[config.mk]
export PLATFORM = sky130hd
export DESIGN_NAME = cnt_prog
export DESIGN_NICKNAME = d
export VERILOG_FILES = /design/src/rtl/cnt_pkg.sv /design/src/rtl/cnt_step.sv /design/src/rtl/cnt_prog.sv
export SDC_FILE = /design/constraint.sdc
export NUM_CORES = 1
export LEC_CHECK = 0
export ABC_CLOCK_PERIOD_IN_PS = 5400
export CAP_MARGIN = 15
export CORE_MARGIN = 2
export CORE_UTILIZATION = 50
export DETAILED_ROUTE_END_ITERATION = 12
export PLACE_DENSITY = 0.83
export SETUP_SLACK_MARGIN = 0.3
export SLEW_MARGIN = 20
export SYNTH_ARGS = -nofsm -noshare
export SYNTH_HDL_FRONTEND = slang
export SYNTH_SLANG_ARGS = --single-unit
[constraint.sdc]
create_clock -name clk -period 5.4 [get_ports clk]
set_input_delay 1.35 -clock clk [delete_from_list [all_inputs] [get_ports clk]]
set_output_delay 1.35 -clock clk [all_outputs]
set_load 0.01 [all_outputs]
[src/rtl/cnt_pkg.sv]
// Shared types for the programmable counter: run modes, FSM states, mode helper.
package cnt_pkg;

  typedef enum logic [1:0] {
    CNT_WRAP    = 2'b00,
    CNT_SAT     = 2'b01,
    CNT_ONESHOT = 2'b10,
    CNT_RSVD    = 2'b11
  } cnt_mode_t;

  typedef enum logic {
    CNT_RUN  = 1'b0,
    CNT_DONE = 1'b1
  } cnt_state_t;

  // The reserved encoding behaves exactly like WRAP.
  function automatic logic is_wrap_mode(input cnt_mode_t m);
    return (m == CNT_WRAP) || (m == CNT_RSVD);
  endfunction

endpackage

[src/rtl/cnt_step.sv]
// Combinational next-count logic for one step of cnt_prog, covering all run modes.
module cnt_step
  import cnt_pkg::*;
#(
  parameter int WIDTH = 4
) (
  input  logic [WIDTH-1:0] count,
  input  logic             up,
  input  cnt_mode_t        mode,
  input  logic [WIDTH-1:0] max_val,
  output logic [WIDTH-1:0] next_count,
  output logic             wrap_evt,
  output logic             term_evt
);

  logic [WIDTH:0] inc;
  logic [WIDTH:0] max_p1;
  logic           at_max;
  logic           at_zero;

  // Compare in WIDTH+1 bits so a full-range modulus (max = all ones) needs no special case.
  assign inc     = {1'b0, count} + (WIDTH+1)'(1);
  assign max_p1  = {1'b0, max_val} + (WIDTH+1)'(1);
  assign at_max  = (inc == max_p1);
  assign at_zero = (count == '0);

  // NOTE: every output gets a default before the branches so no latch is inferred.
  always_comb begin
    next_count = count;
    wrap_evt   = 1'b0;
    if (up) begin
      if (!at_max) begin
        next_count = inc[WIDTH-1:0];
      end else if (is_wrap_mode(mode)) begin
        next_count = '0;
        wrap_evt   = 1'b1;
      end
    end else begin
      if (!at_zero) begin
        next_count = count - WIDTH'(1);
      end else if (is_wrap_mode(mode)) begin
        next_count = max_val;
        wrap_evt   = 1'b1;
      end
    end
  end

  // Covers both landing on the terminal and starting there (count then holds).
  assign term_evt = (mode == CNT_ONESHOT) &&
                    (up ? (next_count == max_val) : (next_count == '0));

endmodule

[src/rtl/cnt_prog.sv]
// Loadable up/down counter with WRAP/SAT/ONESHOT modes and registered wrap/done status.
// Optional CNT_PROG_MATCH_EN adds a match_val compare with a registered match pulse.
module cnt_prog
  import cnt_pkg::*;
#(
  parameter int WIDTH   = 4,
  parameter int MODULUS = 2**WIDTH
) (
  input  logic             clk,
  input  logic             rst_n,
  input  logic             en,
  input  logic             up,
  input  logic             load,
  input  logic [WIDTH-1:0] count_in,
  input  logic [1:0]       mode,
  output logic [WIDTH-1:0] count,
  output logic             tc,
  output logic             wrap,
  output logic             done
`ifdef CNT_PROG_MATCH_EN
  ,
  input  logic [WIDTH-1:0] match_val,
  output logic             match
`endif
);

  localparam logic [WIDTH-1:0] MAX = WIDTH'(MODULUS - 1);

  cnt_state_t       state;
  logic [WIDTH-1:0] next_count;
  logic [WIDTH-1:0] load_val;
  logic             wrap_evt;
  logic             term_evt;
  logic             step;

  cnt_step #(.WIDTH(WIDTH)) u_step (
    .count      (count),
    .up         (up),
    .mode       (cnt_mode_t'(mode)),
    .max_val    (MAX),
    .next_count (next_count),
    .wrap_evt   (wrap_evt),
    .term_evt   (term_evt)
  );

  assign load_val = (count_in > MAX) ? MAX : count_in;
  assign step     = en && (state == CNT_RUN);
  assign tc       = (up && (count == MAX)) || (!up && (count == '0));

  // NOTE: sequential state uses non-blocking assignments so all registers update together.
  always_ff @(posedge clk or negedge rst_n) begin
    if (!rst_n) begin
      count <= '0;
      wrap  <= 1'b0;
      done  <= 1'b0;
      state <= CNT_RUN;
    end else if (load) begin
      count <= load_val;
      wrap  <= 1'b0;
      done  <= 1'b0;
      state <= CNT_RUN;
    end else if (step) begin
      count <= next_count;
      wrap  <= wrap_evt;
      if (term_evt) begin
        state <= CNT_DONE;
        done  <= 1'b1;
      end
    end else begin
      wrap <= 1'b0;
    end
  end

`ifdef CNT_PROG_MATCH_EN
  // Pulses only when a step lands on match_val; loads never pulse.
  always_ff @(posedge clk or negedge rst_n) begin
    if (!rst_n) begin
      match <= 1'b0;
    end else begin
      match <= !load && step && (next_count == match_val);
    end
  end
`endif

endmodule

==> flow_summary.toml, run 1 <==
[setup_path]
end_kind = "primary output"
timing.reg2reg.setup_slack_ns = 3.33
worstSetupStartpointType = "input pin"
rr_worst_depth = 7
critPathMaxFanout = 10
r2r_end = "count[1]"
worstPathRequired_ns = 4.05
rr_startpoint = "count[1]"
arrival_ns = 3.12
criticalPathCategory = "in2out"

[min_path]
min_from = "state"
min_path_cells = 2
hp-class = "reg2reg"
holdPathEnd = "state"

[synthesis]
synth.distinct_cells = 36
syn-num-nets = 95
yosysSeqAreaShare = 0.2290
ys_warn_count = 0
avgSynthCellArea_um2 = 8.094
synth-seq-cells = 6
syn_inst = 81
syn_area_um2 = 655.6

[global_route]
grt_pass1_wl_um = 2642
grt_overflow_total = 0
first_global_vias = 584
gr-usage-all-layers = 0.2377
grt_max_degree = 15
antenna_found_initial = 0

[route]
wirelength_um = 1599
wl_per_cell_um = 14.54
vias = 684
drt_iter0_drc = 28
first_pass_iters = 4
ant_nets = 0
viasPerCell = 6.218
drc = 0

[run_status]
status = "finished clean"

[timing]
holdWs_ns = 0.6473
min_period_over_period = 0.8271
finalHoldViolCount = 0
fin_crit_ns = 4.466
setup_viol = 0
max-slew-margin-rel = 0.6627
max_clock_freq_mhz = 223.9
timing.setup.tns_ns = 0
worstMarginPinSlew_ns = 0.5059
rsz0062_at_grt = "false"
report.final.slew_viol_count = 0
finalClockSkew_ns = 0.001913

[final_layout]
mostFrequentLayoutCell = "clkdlybuf4s50_1"
syn_to_final_growth_pct = 25.19
drive_gt1_frac = 0.1263
final_cell_mix = "17 x clkdlybuf4s50_1, 10 x nand2_1, 7 x nor2_1"
fin_cells = 110
diodes = 0
seq_area_um2 = 150.1
post-route-util = 0.6469
fillers = 116
fin_nets = 111
multi_input_area_um2 = 436.7

[clocking]
htree_num_levels = 1
post_cts_buffers = 0
cts_max_path_buffers = 2
clkLatencyLatePin_ns = 0.24
cts.clk_slew.worst_paths_ns = 0.04
root_buffer = "clkbuf_4"
cts_buffers = 3
ctsResizeCount = 0
holdBufCountCts = 0
cts_sinks = 6
cts_tree = "built"

[die]
rows = 13
die_x_um = 40.21
initial_core_util = 0.5168
die_area_um2 = 1617
ios = 18
core_area_um2 = 1269
die_y_um = 40.21

[job]
maxCapViolCount = 0

[power_and_ir_drop]
power_density_nw_per_um2 = 213.7
ir_drop_uv = 202.7
power_leakage_nw = 0.3216
fin_total_pwr_w = 0.0001754

[placement]
io_buffers = 17
dpl.hpwl_um = 1221
dp.cells = 107
gp_congestion = 0.9178
worst max-delay path: stages:
cell             delay, ns
clkdlybuf4s50_1       0.57
nand2b_4              0.23
or3_4                 0.36
nand2_1               0.07
clkdlybuf4s50_1       0.53
power by group:
group / internal (W) / switching, W
clock network: 0.0000251 / 0.0000151
logic: 0.0000362 / 0.0000366
registers: 0.0000487 / 0.0000137
total: 0.000110 / 0.0000654
area by class of cell:
class	instances	share of cell area
multi-input combinational	63	0.5320
timing repair buffer	17	0.2073
sequential	6	0.1829
clock buffer	3	0.02744
inverter	6	0.02744
tap	15	0.02287
layer usage:
metal  global-route usage  up-vias  routed length, um
li1                     -      332                  -
met1               0.3612      307                678
met2               0.3629       45                800
met3              0.05000        0                121
met4                    0        0                  0
met5                    0        -                  0
sequential cells by signal, summed over array words and instances (netlist names):
name and cells:
wrap 1, count 4, state 1
cells by family after synthesis:
family                   synth area share
AO/OA/AOI/OAI                      0.2901
XOR/XNOR                          0.01336
adder cells (fa/ha/maj)           0.05726
buffers and inverters              0.1049
flip-flops                         0.2290
AND/OR/NAND/NOR                    0.3054
how the worst max path moves through the flow:
stage | from | endpoint | cells past startpoint
after detailed placement | up | tc | 5
final | up | tc | 5
after global routing | up | tc | 5
after global placement | up | tc | 5
after CTS | up | tc | 5
after floorplan | up | tc | 4
cell usage after synthesis (all sizes together):
master,instances,area [um^2]
xor2,1,8.760
clkbuf,1,3.750
o21ai,2,10.01
inv,6,22.52
o32ai,1,8.760
a2111oi,2,23.77
a31o,1,8.760
nand4,1,6.260
a21oi,5,25.02
ha,3,37.54
nor3,3,15.01
nor2b,4,25.02
nand4b,1,8.760
o41ai,2,25.03
a31oi,2,12.51
nand2,10,37.54
dfrtp,6,150.1
nor4b,2,17.52
o2111ai,1,8.760
or3,1,11.26
a221o,1,10.01
buf,5,42.53
o221ai,1,8.760
nand3,4,20.02
nand2b,1,13.76
nor3b,1,12.51
nor2,8,32.54
o31ai,2,15.01
o311ai,3,33.79
metrics by stage:
stage	setup WS [ns]	instance area, um^2
CTS	0.9489	820.8
finish	0.9337	820.8
floorplan	1.995	655.6
detailed placement	0.9585	798.3
global route	0.8713	820.8
global placement	0.9692	798.3
No activity file was read; power rests on OpenSTA's default activity.
==> inputs of run 2 (changes only) <==
--- a/config.mk
+++ b/config.mk
@@ -5,12 +5,12 @@
 export SDC_FILE = /design/constraint.sdc
 export NUM_CORES = 1
 export LEC_CHECK = 0
-export ABC_CLOCK_PERIOD_IN_PS = 5400
+export ABC_CLOCK_PERIOD_IN_PS = 3800
 export CAP_MARGIN = 15
 export CORE_MARGIN = 2
-export CORE_UTILIZATION = 50
+export CORE_UTILIZATION = 42
 export DETAILED_ROUTE_END_ITERATION = 12
-export PLACE_DENSITY = 0.83
+export PLACE_DENSITY = 0.74
 export SETUP_SLACK_MARGIN = 0.3
 export SLEW_MARGIN = 20
 export SYNTH_ARGS = -nofsm -noshare
==> constraint.sdc (replaced) <==
create_clock -name clk -period 3.8 [get_ports clk]
set_input_delay 0.95 -clock clk [delete_from_list [all_inputs] [get_ports clk]]
set_output_delay 0.95 -clock clk [all_outputs]
set_load 0.01 [all_outputs]
==> run 2 against run 1 <==
Net effect:
- power up 44%
- first-iteration DRC count is 21% lower
- clock power increased by 51%
- hold slack worse by 0.00073 ns
- non-clock buffer count grew 1
- routed wire length is 8.6% higher
- via count up 2.5%
- sequential power up 42%
- sequential cell count did not move
- global-route usage down 2.4 points
- count of clock-buffer cells in the layout stayed put
- die area grew 17%
- critical endpoint unchanged
==> flow_summary.toml, run 2 (synthesis gave the netlist of run 1 again) <==
[clocking]
root_buffer = "clkbuf_4"
htree_num_levels = 1
holdBufCountCts = 0
cts_buffers = 3
cts_sinks = 6
cts_tree = "built"
clkLatencyLatePin_ns = 0.25
cts.clk_slew.worst_paths_ns = 0.04
cts_max_path_buffers = 2
ctsResizeCount = 0
post_cts_buffers = 0

[route]
wl_per_cell_um = 15.51
first_pass_iters = 4
wirelength_um = 1737
drc = 0
ant_nets = 0
vias = 701
drt_iter0_drc = 22
viasPerCell = 6.259

[timing]
max-slew-margin-rel = 0.6611
finalClockSkew_ns = 0.009511
worstMarginPinSlew_ns = 0.5083
min_period_over_period = 0.9089
report.final.slew_viol_count = 0
setup_viol = 0
fin_crit_ns = 3.454
max_clock_freq_mhz = 289.6
rsz0062_at_grt = "false"
timing.setup.tns_ns = 0
finalHoldViolCount = 0

[final_layout]
syn_to_final_growth_pct = 26.53
fillers = 146
reg_top3 = "count (4), state (1), wrap (1)"
fin_nets = 112
final_cell_mix = "17 x clkdlybuf4s50_1, 10 x nand2_1, 7 x nor2_1"
fin_cells = 112
largest_reg_flops = 4
mostFrequentLayoutCell = "clkdlybuf4s50_1"
drive_gt1_frac = 0.1354
diodes = 0
regMostFlops = "count"

[global_route]
grt_pass1_wl_um = 2904
gr-usage-all-layers = 0.2138
first_global_vias = 647
grt_max_degree = 15
grt_overflow_total = 0
antenna_found_initial = 0

[setup_path]
slowest_stage = "clkdlybuf4s50_1"
criticalPathCategory = "in2out"
cp_slowest_stage_delay_ns = 0.53
worstPathRequired_ns = 2.85
critPathMaxFanout = 5
crit_family = "buffers and inverters"
arrival_ns = 2.50
crit_path_cell_trace = "clkdlybuf4s50_1 -> nand2b_4 -> or3_4 -> nand2_1 -> clkdlybuf4s50_1"
worstSetupStartpointType = "input pin"
end_kind = "primary output"
critPathBufInv = 2
cpMostUsedCell = "clkdlybuf4s50_1"

[die]
rows = 14
die_x_um = 43.51
die_y_um = 43.51
ios = 18
core_area_um2 = 1489
initial_core_util = 0.4403
die_area_um2 = 1893

[placement]
dp.cells = 109
dpl.hpwl_um = 1323
io_buffers = 17
gp_congestion = 0.8507

[run_status]
status = "finished clean"

[power_and_ir_drop]
ir_drop_uv = 171.0
power_leakage_nw = 0.3264
power_density_nw_per_um2 = 304.8

[job]
maxCapViolCount = 0

[min_path]
hp-class = "reg2reg"
==> run 2: cell count changes in the layout (fill, tap and decap cells not counted) <==
cell	previous run	this run
buf_4	0	1
==> run 2: worst reg2reg max path, stage by stage, from the launching register on <==
cell and delay (ns):
dfrtp_1 0.65, ha_1 0.39, nand2_1 0.10, o31ai_1 0.35
nor2_1 0.12, o41ai_2 0.34
==> run 2: power breakdown <==
group          switching [W]  leakage [nW]  total (W)  internal (W)
clock              0.0000249        0.0138  0.0000607     0.0000358
combinational      0.0000518         0.238   0.000104     0.0000520
sequential         0.0000191        0.0746  0.0000883     0.0000692
total              0.0000958         0.326   0.000253      0.000157
==> run 2: layout make-up <==
class / count / area (um^2) / area share
clock buffers: 3 / 22.52 / 0.02715
repair buffers: 18 / 177.7 / 0.2142
multi-input cells: 63 / 436.7 / 0.5264
flip-flops and latches: 6 / 150.1 / 0.1810
well taps: 16 / 20.02 / 0.02413
inverters: 6 / 22.52 / 0.02715
==> run 2: path summary, 6_finish.rpt <==
check | to | cells past startpoint | slack, ns | from
worst max-delay path | tc | 5 | 0.35 | up
worst max register to register | count[1] | 5 | 1.75 | count[0]
worst min-delay path | state | 2 | 0.65 | state
max in group asynchronous | count[0] | 1 | 2.64 | rst_n
min in group asynchronous | count[2] | 1 | 0.93 | rst_n
worst min register to register | state | 2 | 0.65 | state
==> run 2: layer usage <==
layer | wire [um] | global-route usage
met5 | 0 | 0
met4 | 27 | 0.09091
met3 | 82 | 0.06250
met2 | 906 | 0.3522
met1 | 720 | 0.2597
==> run 2: stage by stage <==
step                        util  hold WS, ns  worst slack (ns)  total power [W]  cell area (um^2)
final                     0.5571       0.6466            0.3464        0.0002528             829.5
after global routing      0.5571       0.6775            0.3136        0.0002729             829.5
after CTS                 0.5571       0.6500            0.3412        0.0002529             829.5
after detailed placement  0.5420       0.6428            0.3463        0.0001925             807.0
after global placement    0.5420       0.6368            0.3846        0.0001902             807.0
after floorplan                -       0.6336             1.195        0.0001591             655.6
==> inputs of run 3 (changes only) <==
--- a/config.mk
+++ b/config.mk
@@ -12,6 +12,7 @@
 export DETAILED_ROUTE_END_ITERATION = 12
 export PLACE_DENSITY = 0.74
 export SETUP_SLACK_MARGIN = 0.3
+export SKIP_CTS_REPAIR_TIMING = 1
 export SLEW_MARGIN = 20
 export SYNTH_ARGS = -nofsm -noshare
 export SYNTH_HDL_FRONTEND = slang
==> results of run 3 <==
Same layout as run 2: the final DEF is identical, and so are final timing and power.
